<file path="src/rtl/pb_pkg.sv">
// Shared definitions for the push-button scan controller: FSM encoding,
// default timing constants and a constant-evaluable ceil(log2) helper.
package pb_pkg;

  typedef enum logic [1:0] {
    ST_IDLE   = 2'd0,
    ST_SAMPLE = 2'd1,
    ST_UPDATE = 2'd2
  } scan_state_e;

  localparam int TICK_DIV_DFLT = 100000;
  localparam int HIST_W_DFLT   = 8;

  // Bits needed to hold values 0..v-1; returns 0 for v <= 1.
  function automatic int clog2(input int v);
    int r;
    r = 0;
    while ((1 << r) < v) r++;
    return r;
  endfunction

endpackage

</file>
<file path="src/rtl/pb_scan_ctrl_if.sv">
// Button-side bundle of the scan controller: raw inputs and scan enable in,
// debounced level, event pulses and current scan channel out.
interface pb_scan_ctrl_if import pb_pkg::*; #(
  parameter int N_BTN = 4
) ();

  localparam int IDX_W = clog2(N_BTN);

  logic             enable;
  logic [N_BTN-1:0] btn_raw;
  logic [N_BTN-1:0] btn_level;
  logic [N_BTN-1:0] btn_press;
  logic [N_BTN-1:0] btn_release;
  logic [N_BTN-1:0] btn_repeat;
  logic [IDX_W-1:0] scan_idx;

  modport master (
    output enable, btn_raw,
    input  btn_level, btn_press, btn_release, btn_repeat, scan_idx
  );

  modport slave (
    input  enable, btn_raw,
    output btn_level, btn_press, btn_release, btn_repeat, scan_idx
  );

endinterface

</file>
<file path="src/rtl/pb_tick_gen.sv">
// Scan-slot divider: counts 0..TICK_DIV-1 while enabled and flags the last
// count as a one-cycle tick; disabling parks the counter at zero.
module pb_tick_gen import pb_pkg::*; #(
  parameter int TICK_DIV = TICK_DIV_DFLT
) (
  input  logic clk,
  input  logic rst_n,
  input  logic enable_i,
  output logic tick_o
);

  localparam int            CW   = clog2(TICK_DIV);
  localparam logic [CW-1:0] LAST = CW'(TICK_DIV - 1);

  logic [CW-1:0] cnt_q, cnt_d;

  always_comb begin
    cnt_d = cnt_q + CW'(1);
    if (!enable_i || cnt_q == LAST) cnt_d = '0;
  end

  always_ff @(posedge clk or negedge rst_n) begin
    if (!rst_n) cnt_q <= '0;
    else        cnt_q <= cnt_d;
  end

  assign tick_o = enable_i && (cnt_q == LAST);

endmodule

</file>
<file path="src/rtl/pb_scan_ctrl.sv">
// Round-robin debouncer: one shared SAMPLE/UPDATE datapath visits a single
// channel per scan tick and emits press, release and auto-repeat pulses.
module pb_scan_ctrl import pb_pkg::*; #(
  parameter int N_BTN      = 4,
  parameter int TICK_DIV   = TICK_DIV_DFLT,
  parameter int HIST_W     = HIST_W_DFLT,
  parameter int REPEAT_DLY = 500,
  parameter int REPEAT_PER = 100
) (
  input  logic           clk,
  input  logic           rst_n,
  pb_scan_ctrl_if.slave  bus
);

  localparam int IDX_W = clog2(N_BTN);
  localparam int RC_W  = (REPEAT_DLY > 0) ? clog2(REPEAT_DLY + 1) : 1;
  localparam int RELOAD_I = (REPEAT_DLY > REPEAT_PER) ? (REPEAT_DLY - REPEAT_PER) : 0;

  localparam logic [IDX_W-1:0] LAST_IDX = IDX_W'(N_BTN - 1);
  localparam logic [RC_W:0]    DLY_C    = (RC_W + 1)'(REPEAT_DLY);
  localparam logic [RC_W-1:0]  RELOAD   = RC_W'(RELOAD_I);

  logic tick;

  pb_tick_gen #(
    .TICK_DIV (TICK_DIV)
  ) u_tick (
    .clk      (clk),
    .rst_n    (rst_n),
    .enable_i (bus.enable),
    .tick_o   (tick)
  );

  // Raw buttons are asynchronous; only the 2nd flop is ever sampled.
  logic [N_BTN-1:0] sync1_q, sync2_q;

  always_ff @(posedge clk) begin
    sync1_q <= bus.btn_raw;
    sync2_q <= sync1_q;
  end

  scan_state_e       state_q;
  logic [IDX_W-1:0]  idx_q;
  logic [HIST_W-1:0] hist_q [N_BTN];
  logic [RC_W-1:0]   rcnt_q [N_BTN];
  logic [N_BTN-1:0]  level_q;
  logic [N_BTN-1:0]  press_q;
  logic [N_BTN-1:0]  release_q;
  logic [N_BTN-1:0]  rpt_q;

  logic [HIST_W-1:0] hist_cur;
  logic              hist_ones;
  logic              hist_zeros;
  logic              lvl_cur;
  logic [RC_W:0]     rcnt_inc;

  always_comb begin
    hist_cur   = hist_q[idx_q];
    hist_ones  = &hist_cur;
    hist_zeros = ~|hist_cur;
    lvl_cur    = level_q[idx_q];
    rcnt_inc   = {1'b0, rcnt_q[idx_q]} + (RC_W + 1)'(1);
  end

  always_ff @(posedge clk or negedge rst_n) begin
    if (!rst_n) begin
      state_q   <= ST_IDLE;
      idx_q     <= '0;
      level_q   <= '0;
      press_q   <= '0;
      release_q <= '0;
      rpt_q     <= '0;
      for (int i = 0; i < N_BTN; i++) begin
        hist_q[i] <= '0;
        rcnt_q[i] <= '0;
      end
    end else begin
      // Pulses live for exactly the one cycle following UPDATE.
      press_q   <= '0;
      release_q <= '0;
      rpt_q     <= '0;
      case (state_q)
        ST_IDLE: begin
          if (tick) state_q <= ST_SAMPLE;
        end
        ST_SAMPLE: begin
          hist_q[idx_q] <= {hist_cur[HIST_W-2:0], sync2_q[idx_q]};
          state_q       <= ST_UPDATE;
        end
        ST_UPDATE: begin
          // Hysteresis: only a uniform window may flip the level.
          if (hist_ones && !lvl_cur) begin
            level_q[idx_q] <= 1'b1;
            press_q[idx_q] <= 1'b1;
            rcnt_q[idx_q]  <= '0;
          end else if (hist_zeros && lvl_cur) begin
            level_q[idx_q]   <= 1'b0;
            release_q[idx_q] <= 1'b1;
            rcnt_q[idx_q]    <= '0;
          end else if (hist_ones && lvl_cur && REPEAT_DLY != 0) begin
            if (rcnt_inc == DLY_C) begin
              rpt_q[idx_q]  <= 1'b1;
              rcnt_q[idx_q] <= RELOAD;
            end else begin
              rcnt_q[idx_q] <= rcnt_inc[RC_W-1:0];
            end
          end
          idx_q   <= (idx_q == LAST_IDX) ? '0 : idx_q + IDX_W'(1);
          state_q <= ST_IDLE;
        end
        default: state_q <= ST_IDLE;
      endcase
    end
  end

  assign bus.btn_level   = level_q;
  assign bus.btn_press   = press_q;
  assign bus.btn_release = release_q;
  assign bus.btn_repeat  = rpt_q;
  assign bus.scan_idx    = idx_q;

endmodule

</file>
<file path="src/flat_wrapper.sv">
// flat-port wrapper written by rule: the top's interface ports become plain ports
module pb_scan_ctrl_flat import pb_pkg::*;
#(
  parameter int N_BTN      = 4,
  parameter int TICK_DIV   = TICK_DIV_DFLT,
  parameter int HIST_W     = HIST_W_DFLT,
  parameter int REPEAT_DLY = 500,
  parameter int REPEAT_PER = 100
)
  (clk, rst_n, bus_enable, bus_btn_raw, bus_btn_level, bus_btn_press, bus_btn_release, bus_btn_repeat, bus_scan_idx);
  pb_scan_ctrl_if #(.N_BTN(N_BTN)) bus_i ();
  input  logic clk;
  input  logic rst_n;
  input wire logic [$bits(bus_i.enable)-1:0] bus_enable;
  input wire logic [$bits(bus_i.btn_raw)-1:0] bus_btn_raw;
  output wire logic [$bits(bus_i.btn_level)-1:0] bus_btn_level;
  output wire logic [$bits(bus_i.btn_press)-1:0] bus_btn_press;
  output wire logic [$bits(bus_i.btn_release)-1:0] bus_btn_release;
  output wire logic [$bits(bus_i.btn_repeat)-1:0] bus_btn_repeat;
  output wire logic [$bits(bus_i.scan_idx)-1:0] bus_scan_idx;
  assign bus_i.enable = bus_enable;
  assign bus_i.btn_raw = bus_btn_raw;
  assign bus_btn_level = bus_i.btn_level;
  assign bus_btn_press = bus_i.btn_press;
  assign bus_btn_release = bus_i.btn_release;
  assign bus_btn_repeat = bus_i.btn_repeat;
  assign bus_scan_idx = bus_i.scan_idx;
  pb_scan_ctrl #(.N_BTN(N_BTN), .TICK_DIV(TICK_DIV), .HIST_W(HIST_W), .REPEAT_DLY(REPEAT_DLY), .REPEAT_PER(REPEAT_PER)) u_core (.clk(clk), .rst_n(rst_n), .bus(bus_i));
endmodule
</file>
<file path="config.mk">
export PLATFORM = sky130hd
export DESIGN_NAME = pb_scan_ctrl_flat
export DESIGN_NICKNAME = d
export VERILOG_FILES = /design/src/rtl/pb_pkg.sv /design/src/rtl/pb_scan_ctrl_if.sv /design/src/rtl/pb_tick_gen.sv /design/src/rtl/pb_scan_ctrl.sv /design/src/flat_wrapper.sv
export SDC_FILE = /design/constraint.sdc
export NUM_CORES = 1
export LEC_CHECK = 0
export CAP_MARGIN = 20
export CORE_MARGIN = 5
export CORE_UTILIZATION = 60
export DETAILED_ROUTE_END_ITERATION = 6
export HOLD_SLACK_MARGIN = 0.05
export PLACE_DENSITY = 0.8
export RECOVER_POWER = 25
export SYNTH_ARGS = -nofsm -noshare
export SYNTH_HDL_FRONTEND = slang
export SYNTH_SLANG_ARGS = --single-unit
export TNS_END_PERCENT = 5
</file>
<file path="constraint.sdc">
create_clock -name clk -period 6.4 [get_ports clk]
set_input_delay 1.28 -clock clk [delete_from_list [all_inputs] [get_ports clk]]
set_output_delay 1.28 -clock clk [all_outputs]
set_load 0.01 [all_outputs]
</file>
==> Word-level counts from Yosys, hierarchy flattened <==
Cells that the tools add are included.
Widths: inputs -> output; s select.
{ "classes": {"n_addsub": 3, "order_cmp": 4, "eq_ne": 6, "muxes": 38, "bitwise_logic": 9, "n_reduce_logical": 17} }
{ "ops": {"columns": ["cell", "count"], "rows": [
  ["$mux 36", 4],
  ["$mux 4", 12],
  ["$and 36x36->36", 1],
  ["$bwmux 36", 1],
  ["$not 36->36", 1],
  ["$bwmux 32", 1],
  ["$mux 9", 3],
  ["$and 24x24->24", 1],
  ["$mux 8", 3],
  ["$not 24->24", 1],
  ["$bmux 9 s2", 1],
  ["$demux 9 s2", 1],
  ["$add 17x1->17 const B", 1],
  ["$eq 17x17->1 const B", 1],
  ["$mux 17", 1],
  ["$bmux 8 s2", 1],
  ["$demux 8 s2", 1],
  ["$or 12x12->12", 1],
  ["$add 9x1->10 const B", 1],
  ["$eq 10x9->1 const B", 1],
  ["$reduce_and 8->1", 1],
  ["$reduce_or 8->1", 1],
  ["$logic_and 1x1->1", 6],
  ["$and 4x4->4", 1],
  ["other kinds (22)", 30]
]} }
{ "word_totals": {"reg_bits": 113, "inputBits": 7, "out_inout_bits": 18, "wordCells": 94} }

==> Depth between registers and ports, before layout <==
Gate-level depths: netlist (run 1).
{ "depth": {"ltp_word": 11, "mapped_depth": 9, "mapped_depth_nobuf": 6} }

==> Modules after synthesis <==
Synthesis (run 1) repeated with hierarchy kept, for this count alone.
{ "unflattened": {"hier_cells": 380, "hier_area_um2": 5033.6} }
{ "by_module_without_submodules": {"columns": ["mod", "instances", "cells_each", "area_per_inst_um2", "seq_area_each_um2"], "rows": [
  ["pb_scan_ctrl", 1, 294, 4170.2, 2362.3],
  ["pb_tick_gen", 1, 86, 863.3, 425.4]
]} }

==> Least setup slack after synthesis (run 1) <==
No wires, ideal clock.
{ "synth_path": {"path_type": "reg2reg", "from": "register u_core.idx_q[0] (netlist: u_core.bus.scan_idx[0])", "to": "register u_core.rcnt_q[12] (netlist bit)", "setup_ns": 0.125, "arrival_ns": 2.504, "required_ns": 6.275, "path_slack_ns": 3.771, "path_stages_with_launch": 9, "path_buffers": 3, "synth_period_minus_slack_ns": 2.629, "path_cell_list": "dfrtp_1 buf_6 mux4_1 and4_1 clkbuf_1 and2_4 buf_6 a21boi_1 mux2_2"} }
{ "synth_between": {"elab_chain_len": 11, "word_cells_on_any_way": 34, "classes_between": "add/sub (1); order compare (2); eq/ne (1); mux (15); bitwise (5); reduce/logical (10)"} }
{ "synth_rtl": {"columns": ["element", "line", "rtl"], "rows": [
  ["from (decl)", "pb_scan_ctrl.sv:43", "logic [IDX_W-1:0] idx_q;"],
  ["from (signal assigned)", "pb_scan_ctrl.sv:108", "idx_q <= (idx_q == LAST_IDX) ? '0 : idx_q + IDX_W'(1);"],
  ["branches (longest 11 deep; another with $add 9x1->10)", null, null],
  ["to (signal, indexed assignment)", "pb_scan_ctrl.sv:105", "rcnt_q[idx_q] <= rcnt_inc[RC_W-1:0];"],
  ["to (decl)", "pb_scan_ctrl.sv:45", "logic [RC_W-1:0] rcnt_q [N_BTN];"]
]} }
Several ways; the timed one is not identified. The select of a mux whose other input is x is not followed.
A chain may end at the register's enable or synchronous reset.

==> Worst setup path in the final report (run 1) <==
{ "layout_path": {"from": "register u_core.idx_q[1] (netlist: u_core.bus.scan_idx[1])", "to": "register u_core.rcnt_q[11] (netlist bit)"} }
The elaborated chain is that of the path after synthesis.

==> metrics.md, run 1 <==
| Metric | Value |
|---|---|
| Share of cells above drive strength 1 | `21.8%` |
| Setup TNS Final | `0 ps` |
| Synth top area share | `48.8%` |
| Syn nets | `425` |
| Clock Path Buffers | `2` |
| Largest net degree at the start of global routing | `59` |
| TritonCTS Sinks | `113` |
| First-pass GRT wire length | `19700 um` |
| Via/cell ratio | `6.38` |
| CTS resizes | `0` |
| Post-synth top area cell | `dfrtp_1` |
| Violated checks | `capacitance limit, slew limit` |
| Fin crit share | `56.9%` |
| Vias in the first global route | `3862` |
| Post-synth EDFFs | `0` |
| Iter 0 DRT Violations | `156` |
| H-tree depth | `4` |
| DRC Markers | `0` |
| DP Area | `5660 sq um` |
| Syn Inst Count | `412` |
| Nets | `455` |
| TritonRoute pass-1 iters | `5` |
| Final Skew | `9.27 ps` |
| Clock-pin slew of the registers on the worst-case setup and hold paths | `50 ps` |
| Skew-Pair Late Insertion Delay | `520 ps` |
| Root buf cell | `clkbuf_8` |
| Leakage power | `2.78 nW` |
| Register bit total from synthesis | `113` |
| RePlAce Congestion | `0.933` |
| Top FF cell, synth | `dfrtp_1` |
| Cell area after synthesis | `5380 sq um` |
| Vias | `3591` |
| Worst slew margin | `-69.5%` |
| Mean post-synth cell area | `13.1 sq um` |
| Async S/R FF share, synth | `92.9%` |
| Peak VDD IR | `0.145 mV` |
| RSZ-0062 raised after global routing | `false` |
| # hold bufs at CTS | `0` |
| Initial antenna violation count | `0` |
| Max Cap Viol | `1` |
| Crit-path max FO | `23` |
| Ranking of synthesized cells by area | `dfrtp_1, mux2_2, mux4_2` |
| Synth warn | `0` |
| PwrDens | `270 nW/um^2` |
| Row count | `34` |
| CTS tree | `yes` |
| Post-route core utilization | `71.5%` |
| Final Critical Period | `3640 ps` |
| Seq/Total Area, Yosys | `51.8%` |
| Final WL | `11600 um` |
| Worst setup margin | `2760 ps` |
| Final hold violations | `0` |
| Diode count | `0` |
| Area Overhead vs Synth | `15.9%` |
| Num CTS Buffers | `17` |
| Worst hold slack | `324 ps` |
| Final setup viols | `0` |
| Die height | `105 um` |
| Final HPWL from detailed placement | `7220 um` |
| Setup crit start kind | `flip-flop` |
| Cell area after layout | `6240 sq um` |
| Setup Crit Path Kind | `reg2reg` |
| Critical Path RT | `6800 ps` |
| Slew Viols, Final | `49` |
| Worst path arrival time | `4040 ps` |
| Netlist cell types | `44` |
| Post-CTS setup buffer count | `0` |
| Die area | `11000 sq um` |
| Commonest cells in the netlist | `dfrtp_1, mux2_2, nor2_1, nand3_1, nand2_1` |
| PortBufs | `24` |
| Worst Setup End Kind | `flip-flop` |
| Chip width | `105 um` |
| Slew at the pin closest to its max-slew limit | `2540 ps` |
| Status | `finished, violations left` |
| Post-route ant nets | `0` |
| Most frequent cell after synthesis | `dfrtp_1` |
| Place WS | `2820 ps` |
| Total track usage | `22.5%` |
| Gr ovfl total | `0` |
| Routed wire per std cell | `20.6 um` |
| Hold WC Path Type | `reg2reg` |
| Placeable Area | `8720 sq um` |
| Number of top-level pins | `25` |
| Maximum clock rate | `0.275 GHz` |
| Initial Utilization | `61.7%` |
## flip-flops by register name, indices dropped and copies added (netlist names), 4 cells and up, named ones only
| register | count |
|---|---|
| u_core.bus.btn_press | 4 |
| u_core.sync2_q | 4 |
| u_core.bus.btn_release | 4 |
| u_core.u_tick.cnt_q | 17 |
| u_core.rcnt_q | 36 |
| u_core.hist_q | 32 |
| u_core.sync1_q | 4 |
| u_core.bus.btn_repeat | 4 |
## final timing paths
check,start,endpoint,slack (ps),depth (start not counted)
worst min-delay path,u_core.sync1_q[3],u_core.sync2_q[3],320,0
max in group asynchronous,rst_n,u_core.rcnt_q[27],3030,2
worst max-delay path,u_core.bus.scan_idx[1],u_core.rcnt_q[11],2760,5
min in group asynchronous,rst_n,u_core.u_tick.cnt_q[2],1540,1
worst min register to register,u_core.sync1_q[3],u_core.sync2_q[3],320,0
worst max register to register,u_core.bus.scan_idx[1],u_core.rcnt_q[11],2760,5
## where the power goes
group | leakage [nW] | total (mW) | internal [mW] | switching [mW]
combinational | 0.966 | 0.0308 | 0.00934 | 0.0214
clock | 0.285 | 0.929 | 0.610 | 0.319
sequential | 1.53 | 0.722 | 0.719 | 0.00282
## metrics by stage
stage / total power [mW] / instances
3_5_place_dp: 0.767 / 531
5_1_grt: 1.73 / 563
4_1_cts: 1.69 / 563
3_3_place_gp: 0.766 / 531
2_1_floorplan: 0.747 / 412
6_report: 1.68 / 563
## critical path, cell delays in order (launching register included)
cell	delay, ps
dfrtp_1	1040
mux4_2	680
nor3b_2	390
and3_1	870
o21ai_4	150
mux2_1	360
## routing by layer
metal	GRT usage (%)	vias to the layer above	share of wire, %
li1	-	1615	-
met1	29.5	1825	41
met2	36.2	120	51
met3	5.49	31	6.0
met4	9.04	0	2.1
met5	0	-	0
## cell families after synthesis
family          share of synthesized area [%]
fa+ha+maj                                1.39
buf+inv                                  2.51
compound gates                           7.42
xor+xnor                                 2.93
mux                                      19.4
flops                                    51.8
simple gates                             14.6
## cell type report
class,instances,area (sq um)
clock buffer,22,453
clock inverter,10,134
fill,536,2480
inverter,6,22.5
multi-input combinational,278,2460
sequential,113,2790
tap,108,135
timing repair buffer,26,249
## layout by cell type (no fill, tap or decap), types with 6 or more instances in the layout
master | synthesis | routed
dfrtp_1 | 105 | 105
mux2_2 | 42 | 42
nor2_1 | 38 | 38
nand3_1 | 21 | 21
nand2_1 | 20 | 20
clkdlybuf4s50_1 | 0 | 18
o211ai_1 | 17 | 17
nand4_1 | 16 | 16
clkbuf_16 | 0 | 16
o21ai_0 | 12 | 12
mux4_2 | 11 | 11
xnor2_1 | 11 | 11
mux2_1 | 10 | 10
mux4_1 | 8 | 8
dfxtp_1 | 8 | 8
xor2_1 | 7 | 7
inv_1 | 6 | 6
and3_1 | 6 | 6
and2_1 | 7 | 6
ha_1 | 6 | 6
Power figures use the tool's default switching activity.
==> run 2: changes to the inputs <==
==> constraint.sdc (replaced) <==
create_clock -name clk -period 3.8 [get_ports clk]
set_input_delay 0.76 -clock clk [delete_from_list [all_inputs] [get_ports clk]]
set_output_delay 0.76 -clock clk [all_outputs]
set_load 0.01 [all_outputs]
==> run 2 against run 1 <==
Effect of this change: the run still ends with capacitance limit, slew limit left; final area grew 1.1%; first-iteration DRC count increased by 53%; die area did not move; fmax is 17% higher; critical endpoint is now u_core.rcnt_q[32]; largest power group unchanged; highest routed layer unchanged.
==> metrics.md, run 2 (synthesis gave the netlist of run 1 again) <==
| Metric | Value |
|---|---|
| Status | `finished, violations left` |
| Violated checks | `capacitance limit, slew limit` |
| Post-route core utilization | `72.4% (+0.80 points)` |
| Fin crit share | `81.7% (+25 points)` |
| Crit-path max FO | `11 (-52%)` |
| Largest net degree at the start of global routing | `57 (-3.4%)` |
| Slew at the pin closest to its max-slew limit | `2940 ps (+396 ps)` |
| Chip width | `105 um (unchanged)` |
| Peak VDD IR | `0.270 mV (+86%)` |
| Share of cells above drive strength 1 | `23.4% (+1.7 points)` |
| # hold bufs at CTS | `0 (unchanged)` |
| Critical Path RT | `4200 ps (-2600 ps)` |
| Slew Viols, Final | `57 (+16%)` |
| Clock-pin slew of the registers on the worst-case setup and hold paths | `60 ps (about the same)` |
| Final Critical Period | `3110 ps (-535 ps)` |
| Hold WC Path Type | `reg2reg` |
| Iter 0 DRT Violations | `238 (+53%)` |
| Leakage power | `2.82 nW (+1.3%)` |
| PortBufs | `24 (unchanged)` |
| DRC Markers | `0 (unchanged)` |
| Worst-path cell chain | `mux4_1 > nor3b_2 > and3_1 > buf_4 > a2111oi_4 > mux2_1` |
| RSZ-0062 raised after global routing | `false` |
| CTS resizes | `0 (unchanged)` |
| Most frequent cells in the layout | `dfrtp_1, mux2_2, nor2_1` |
| Initial antenna violation count | `0 (unchanged)` |
| Worst path arrival time | `3510 ps (-530 ps)` |
| Via/cell ratio | `6.42 (+0.63%)` |
| Clock Path Buffers | `2 (unchanged)` |
| Diode count | `0 (unchanged)` |
| Routed wire per std cell | `21.0 um (+2.1%)` |
| Number of top-level pins | `25 (unchanged)` |
| RePlAce Congestion | `0.854 (-8.5%)` |
| Die area | `11000 sq um (unchanged)` |
| Setup Crit Path Kind | `reg2reg` |
| Root buf cell | `clkbuf_8` |
| Row count | `34 (unchanged)` |
| Largest regs | `u_core.rcnt_q (36), u_core.hist_q (32), u_core.u_tick.cnt_q (17)` |
| Worst slew margin | `-95.9% (-26 points)` |
| Nets | `461 (+1.3%)` |
| Maximum clock rate | `0.322 GHz (+17%)` |
| Post-route ant nets | `0 (unchanged)` |
| Crit path largest cell delay | `750 ps (-290 ps)` |
| TritonCTS Sinks | `113 (unchanged)` |
| Final hold violations | `0 (unchanged)` |
| First-pass GRT wire length | `20100 um (+2.0%)` |
| Vias in the first global route | `3820 (-1.1%)` |
| Num CTS Buffers | `17 (unchanged)` |
| Final setup viols | `0 (unchanged)` |
| Worst hold slack | `325 ps (+0.534 ps)` |
| Reg-to-reg startpoint | `u_core.bus.scan_idx[0]` |
| TritonRoute pass-1 iters | `5 (unchanged)` |
| Final Skew | `11.1 ps (+1.79 ps)` |
| Placeable Area | `8720 sq um (unchanged)` |
| Post-CTS setup buffer count | `0 (unchanged)` |
| Largest register FFs | `36 (unchanged)` |
| Total track usage | `23.1% (+0.58 points)` |
| Die height | `105 um (unchanged)` |
| Worst Setup End Kind | `flip-flop` |
| Initial Utilization | `61.7% (unchanged)` |
| Worst setup path startpoint | `u_core.bus.scan_idx[0]` |
| Hold Startpoint | `u_core.sync1_q[0]` |
| Vias | `3652 (+1.7%)` |
| Max Cap Viol | `1 (unchanged)` |
| PwrDens | `458 nW/um^2 (+70%)` |
| Crit-path leading delay family | `multiplexers` |
| Final WL | `11900 um (+3.1%)` |
| Commonest non-fill, non-tap cell in the layout | `dfrtp_1` |
| Area Overhead vs Synth | `17.3%` |
| CTS tree | `yes` |
| Gr ovfl total | `0 (unchanged)` |
| Skew-Pair Late Insertion Delay | `530 ps (about the same)` |
| Setup TNS Final | `0 ps (unchanged)` |
| Final HPWL from detailed placement | `7690 um (+6.5%)` |
| Biggest register | `u_core.rcnt_q` |
| H-tree depth | `4 (unchanged)` |
| Worst path bufs/invs | `1 (+1)` |
| Slowest CP cell | `mux4_1` |
| Setup crit start kind | `flip-flop` |
run 2: cell types whose count changed in the layout (fill, tap and decap cells not counted), sizes merged:
cell | before | now
buf | 2 | 8
clkbuf | 23 | 21
clkinvlp | 2 | 4
clkdlybuf4s50 | 18 | 19
clkinv | 5 | 4
dlygate4sd3 | 5 | 4
inv | 6 | 7
run 2: layer usage:
layer | global-route usage (%) | wire length (um) | up-vias | share of wire, %
met5 | 0 | 0 | - | 0
met4 | 8.58 | 325 | 0 | 2.7
met3 | 6.54 | 806 | 36 | 6.8
met2 | 37.0 | 5980 | 167 | 50
met1 | 30.2 | 4830 | 1842 | 40
li1 | - | - | 1607 | -
run 2: worst paths after layout:
path                                           end  slack, ps  cells past startpoint
setup / recovery                 u_core.rcnt_q[32]        690                      6
hold / removal                   u_core.sync2_q[0]        320                      0
setup reg to reg                 u_core.rcnt_q[32]        690                      6
hold reg to reg                  u_core.sync2_q[0]        320                      0
max in group asynchronous        u_core.hist_q[21]        950                      1
min in group asynchronous  u_core.u_tick.cnt_q[14]       1200                      1
run 2: power by group:
group	internal (mW)	switching (mW)	leakage [nW]
Sequential	1.21	0.00766	1.53
Clock	1.05	0.569	0.290
Combinational	0.0173	0.0332	0.997
run 2: layout make-up:
type / instances / area, sq um
Sequential cell: 113 / 2790
Multi-Input combinational cell: 278 / 2460
Tap cell: 108 / 135
Clock inverter: 12 / 156
Inverter: 6 / 22.5
Timing Repair Buffer: 32 / 294
Clock buffer: 20 / 455
Fill cell: 537 / 2410
run 2: metrics by stage:
| step | area (sq um) | worst slack [ps] | instances | power [mW] |
|---|---|---|---|---|
| after global routing | 6310 | 289 | 569 | 2.97 |
| after global placement | 5700 | 799 | 537 | 1.29 |
| after detailed placement | 5700 | 718 | 537 | 1.29 |
| after CTS | 6310 | 686 | 569 | 2.90 |
| after floorplan | 5380 | 1170 | 412 | 1.26 |
| final | 6310 | 694 | 569 | 2.89 |
==> run 3: changes to the inputs <==
==> constraint.sdc (replaced) <==
create_clock -name clk -period 2.91 [get_ports clk]
set_input_delay 0.582 -clock clk [delete_from_list [all_inputs] [get_ports clk]]
set_output_delay 0.582 -clock clk [all_outputs]
set_load 0.01 [all_outputs]
==> run 3 against run 2 <==
Effect of this change: the flow now finishes without violations; critical path type unchanged; fmax is 13% higher; critical endpoint is now u_core.rcnt_q[14]; utilization grew 0.65 points; highest routed layer unchanged; clock skew shrank 3.3 ps.
==> metrics.md, run 3 (synthesis gave the netlist of run 1 again) <==
| Metric | Value |
|---|---|
| Worst Setup End Kind | `flip-flop` |
| RSZ-0062 raised after global routing | `false` |
| Final Critical Period | `2750 ps (-361 ps)` |
| Final setup viols | `0 (unchanged)` |
| Iter 0 DRT Violations | `229 (-3.8%)` |
| Setup Crit Path Kind | `reg2reg` |
| Post-CTS setup buffer count | `0 (unchanged)` |
| Share of cells above drive strength 1 | `23.3% (-0.17 points)` |
| Slowest CP cell | `mux4_1` |
| Setup TNS Final | `0 ps (unchanged)` |
| Slew at the pin closest to its max-slew limit | `1390 ps (-1550 ps)` |
| # placed instances | `536 (-0.19%)` |
| Max Cap Viol | `0 (-1)` |
| Post-route core utilization | `73.0% (+0.65 points)` |
| Post-route ant nets | `0 (unchanged)` |
| Vias | `3635 (-0.47%)` |
| # hold bufs at CTS | `0 (unchanged)` |
| Skew-Pair Late Insertion Delay | `520 ps (about the same)` |
| CTS resizes | `0 (unchanged)` |
| Initial antenna violation count | `0 (unchanged)` |
| Die height | `105 um (unchanged)` |
| Final std cells w/o fill | `568 (-0.18%)` |
| Fin crit share | `94.3% (+13 points)` |
| Area Overhead vs Synth | `18.3%` |
| Commonest non-fill, non-tap cell in the layout | `dfrtp_1` |
| Worst path arrival time | `3140 ps (-370 ps)` |
| Initial Utilization | `61.7% (unchanged)` |
| Via/cell ratio | `6.40 (-0.29%)` |
| Place WS | `188 ps (-530 ps)` |
| Worst slew margin | `7.45% (+100 points)` |
| Final WL | `11500 um (-3.7%)` |
| First-pass GRT wire length | `19500 um (-3.2%)` |
| Number of top-level pins | `25 (unchanged)` |
| Largest register FFs | `36 (unchanged)` |
| CTS tree | `yes` |
| Root buf cell | `clkbuf_8` |
| Status | `completed` |
| Setup crit start kind | `flip-flop` |
| PortBufs | `24 (unchanged)` |
| Crit-path max FO | `24 (+13)` |
| Largest net degree at the start of global routing | `57 (unchanged)` |
| Diode count | `0 (unchanged)` |
| Total track usage | `22.2% (-0.83 points)` |
| Largest regs | `u_core.rcnt_q (36), u_core.hist_q (32), u_core.u_tick.cnt_q (17)` |
| Hold WC Path Type | `reg2reg` |
| Chip width | `105 um (unchanged)` |
| Critical Path RT | `3300 ps (-900 ps)` |
| Worst setup margin | `164 ps (-529 ps)` |
| TritonCTS Sinks | `113 (unchanged)` |
| Final Skew | `7.72 ps (-3.34 ps)` |
| Row count | `34 (unchanged)` |
| Clock Path Buffers | `2 (unchanged)` |
| Final HPWL from detailed placement | `7400 um (-3.9%)` |
| Vias in the first global route | `3727 (-2.4%)` |
| H-tree depth | `4 (unchanged)` |
| Worst-path cell chain | `buf_12 > mux4_1 > nor2_1 > and3_1 > buf_4 > o21ai_4 > mux2_1` |
| Num CTS Buffers | `17 (unchanged)` |
| Crit path largest cell delay | `710 ps (-40 ps)` |
| Routed wire per std cell | `20.2 um (-3.5%)` |
| Maximum clock rate | `0.364 GHz (+13%)` |
| Clock-pin slew of the registers on the worst-case setup and hold paths | `60 ps (about the same)` |
| PwrDens | `606 nW/um^2 (+32%)` |
| Final hold violations | `0 (unchanged)` |
| Nets | `460 (-0.22%)` |
| Leakage power | `2.84 nW (+0.74%)` |
| TritonRoute pass-1 iters | `5 (unchanged)` |
| RePlAce Congestion | `0.926 (+8.4%)` |
| Gr ovfl total | `0 (unchanged)` |
| Most frequent cells in the layout | `dfrtp_1, mux2_2, nor2_1` |
| Die area | `11000 sq um (unchanged)` |
| DRC Markers | `0 (unchanged)` |
| Peak VDD IR | `0.384 mV (+42%)` |
| Placeable Area | `8720 sq um (unchanged)` |
| Slew Viols, Final | `0 (-100%)` |
| Biggest register | `u_core.rcnt_q` |
## run 3: changes by cell type in the layout (fill, tap and decap cells not counted)
| cell | delta |
|---|---|
| clkinv_4 | +1 |
| buf_12 | +3 |
| buf_4 | -4 |
| clkinvlp_4 | -1 |
| clkbuf_2 | +1 |
| clkinv_2 | -2 |
| bufinv_16 | +1 |
## run 3: worst max-delay path, delay by kind of cell, from the launching register on
| kind | cells | cell delay, ps |
|---|---|---|
| mux | 2 | 1040 |
| simple gates | 2 | 610 |
| buf+inv | 2 | 490 |
| flops | 1 | 370 |
| compound gates | 1 | 120 |
## run 3: area by class of cell
cell class                      instances  area, sq um
Sequential cell                       113         2790
Multi-Input combinational cell        278         2460
Fill cell                             527         2350
Clock buffer                           21          459
Timing Repair Buffer                   31          325
Clock inverter                         11          178
Tap cell                              108          135
Inverter                                6         22.5
## run 3: per-stage QoR
step / hold WS (ps) / total power [mW] / cell area [sq um]
after global placement: 312 / 1.69 / 5730
after global routing: 331 / 3.96 / 6370
after floorplan: 286 / 1.64 / 5380
after detailed placement: 313 / 1.69 / 5730
after CTS: 119 / 3.89 / 6370
final: 324 / 3.86 / 6370
## run 3: where the power goes
| part | internal (mW) | switching (mW) | total (mW) |
|---|---|---|---|
| registers | 1.58 | 0.00716 | 1.59 |
| logic | 0.0245 | 0.0471 | 0.0716 |
| clock network | 1.46 | 0.733 | 2.20 |
| total | 3.07 | 0.787 | 3.86 |
## run 3: layer usage
metal,vias up,GRT usage [%],part of all wire (%)
li1,1616,-,-
met4,0,8.13,1.5
met1,1837,29.5,41
met5,-,0,0
met2,163,36.1,50
met3,19,5.18,6.8
## run 3: worst paths after layout
kind                                   startpoint                     end  slack (ps)  depth (start not counted)
max                        u_core.bus.scan_idx[0]       u_core.rcnt_q[14]         160                          7
min                             u_core.sync1_q[2]       u_core.sync2_q[2]         320                          0
max reg2reg                u_core.bus.scan_idx[0]       u_core.rcnt_q[14]         160                          7
min reg2reg                     u_core.sync1_q[2]       u_core.sync2_q[2]         320                          0
max in group asynchronous                   rst_n       u_core.rcnt_q[29]        1630                          2
min in group asynchronous                   rst_n  u_core.u_tick.cnt_q[6]         370                          1
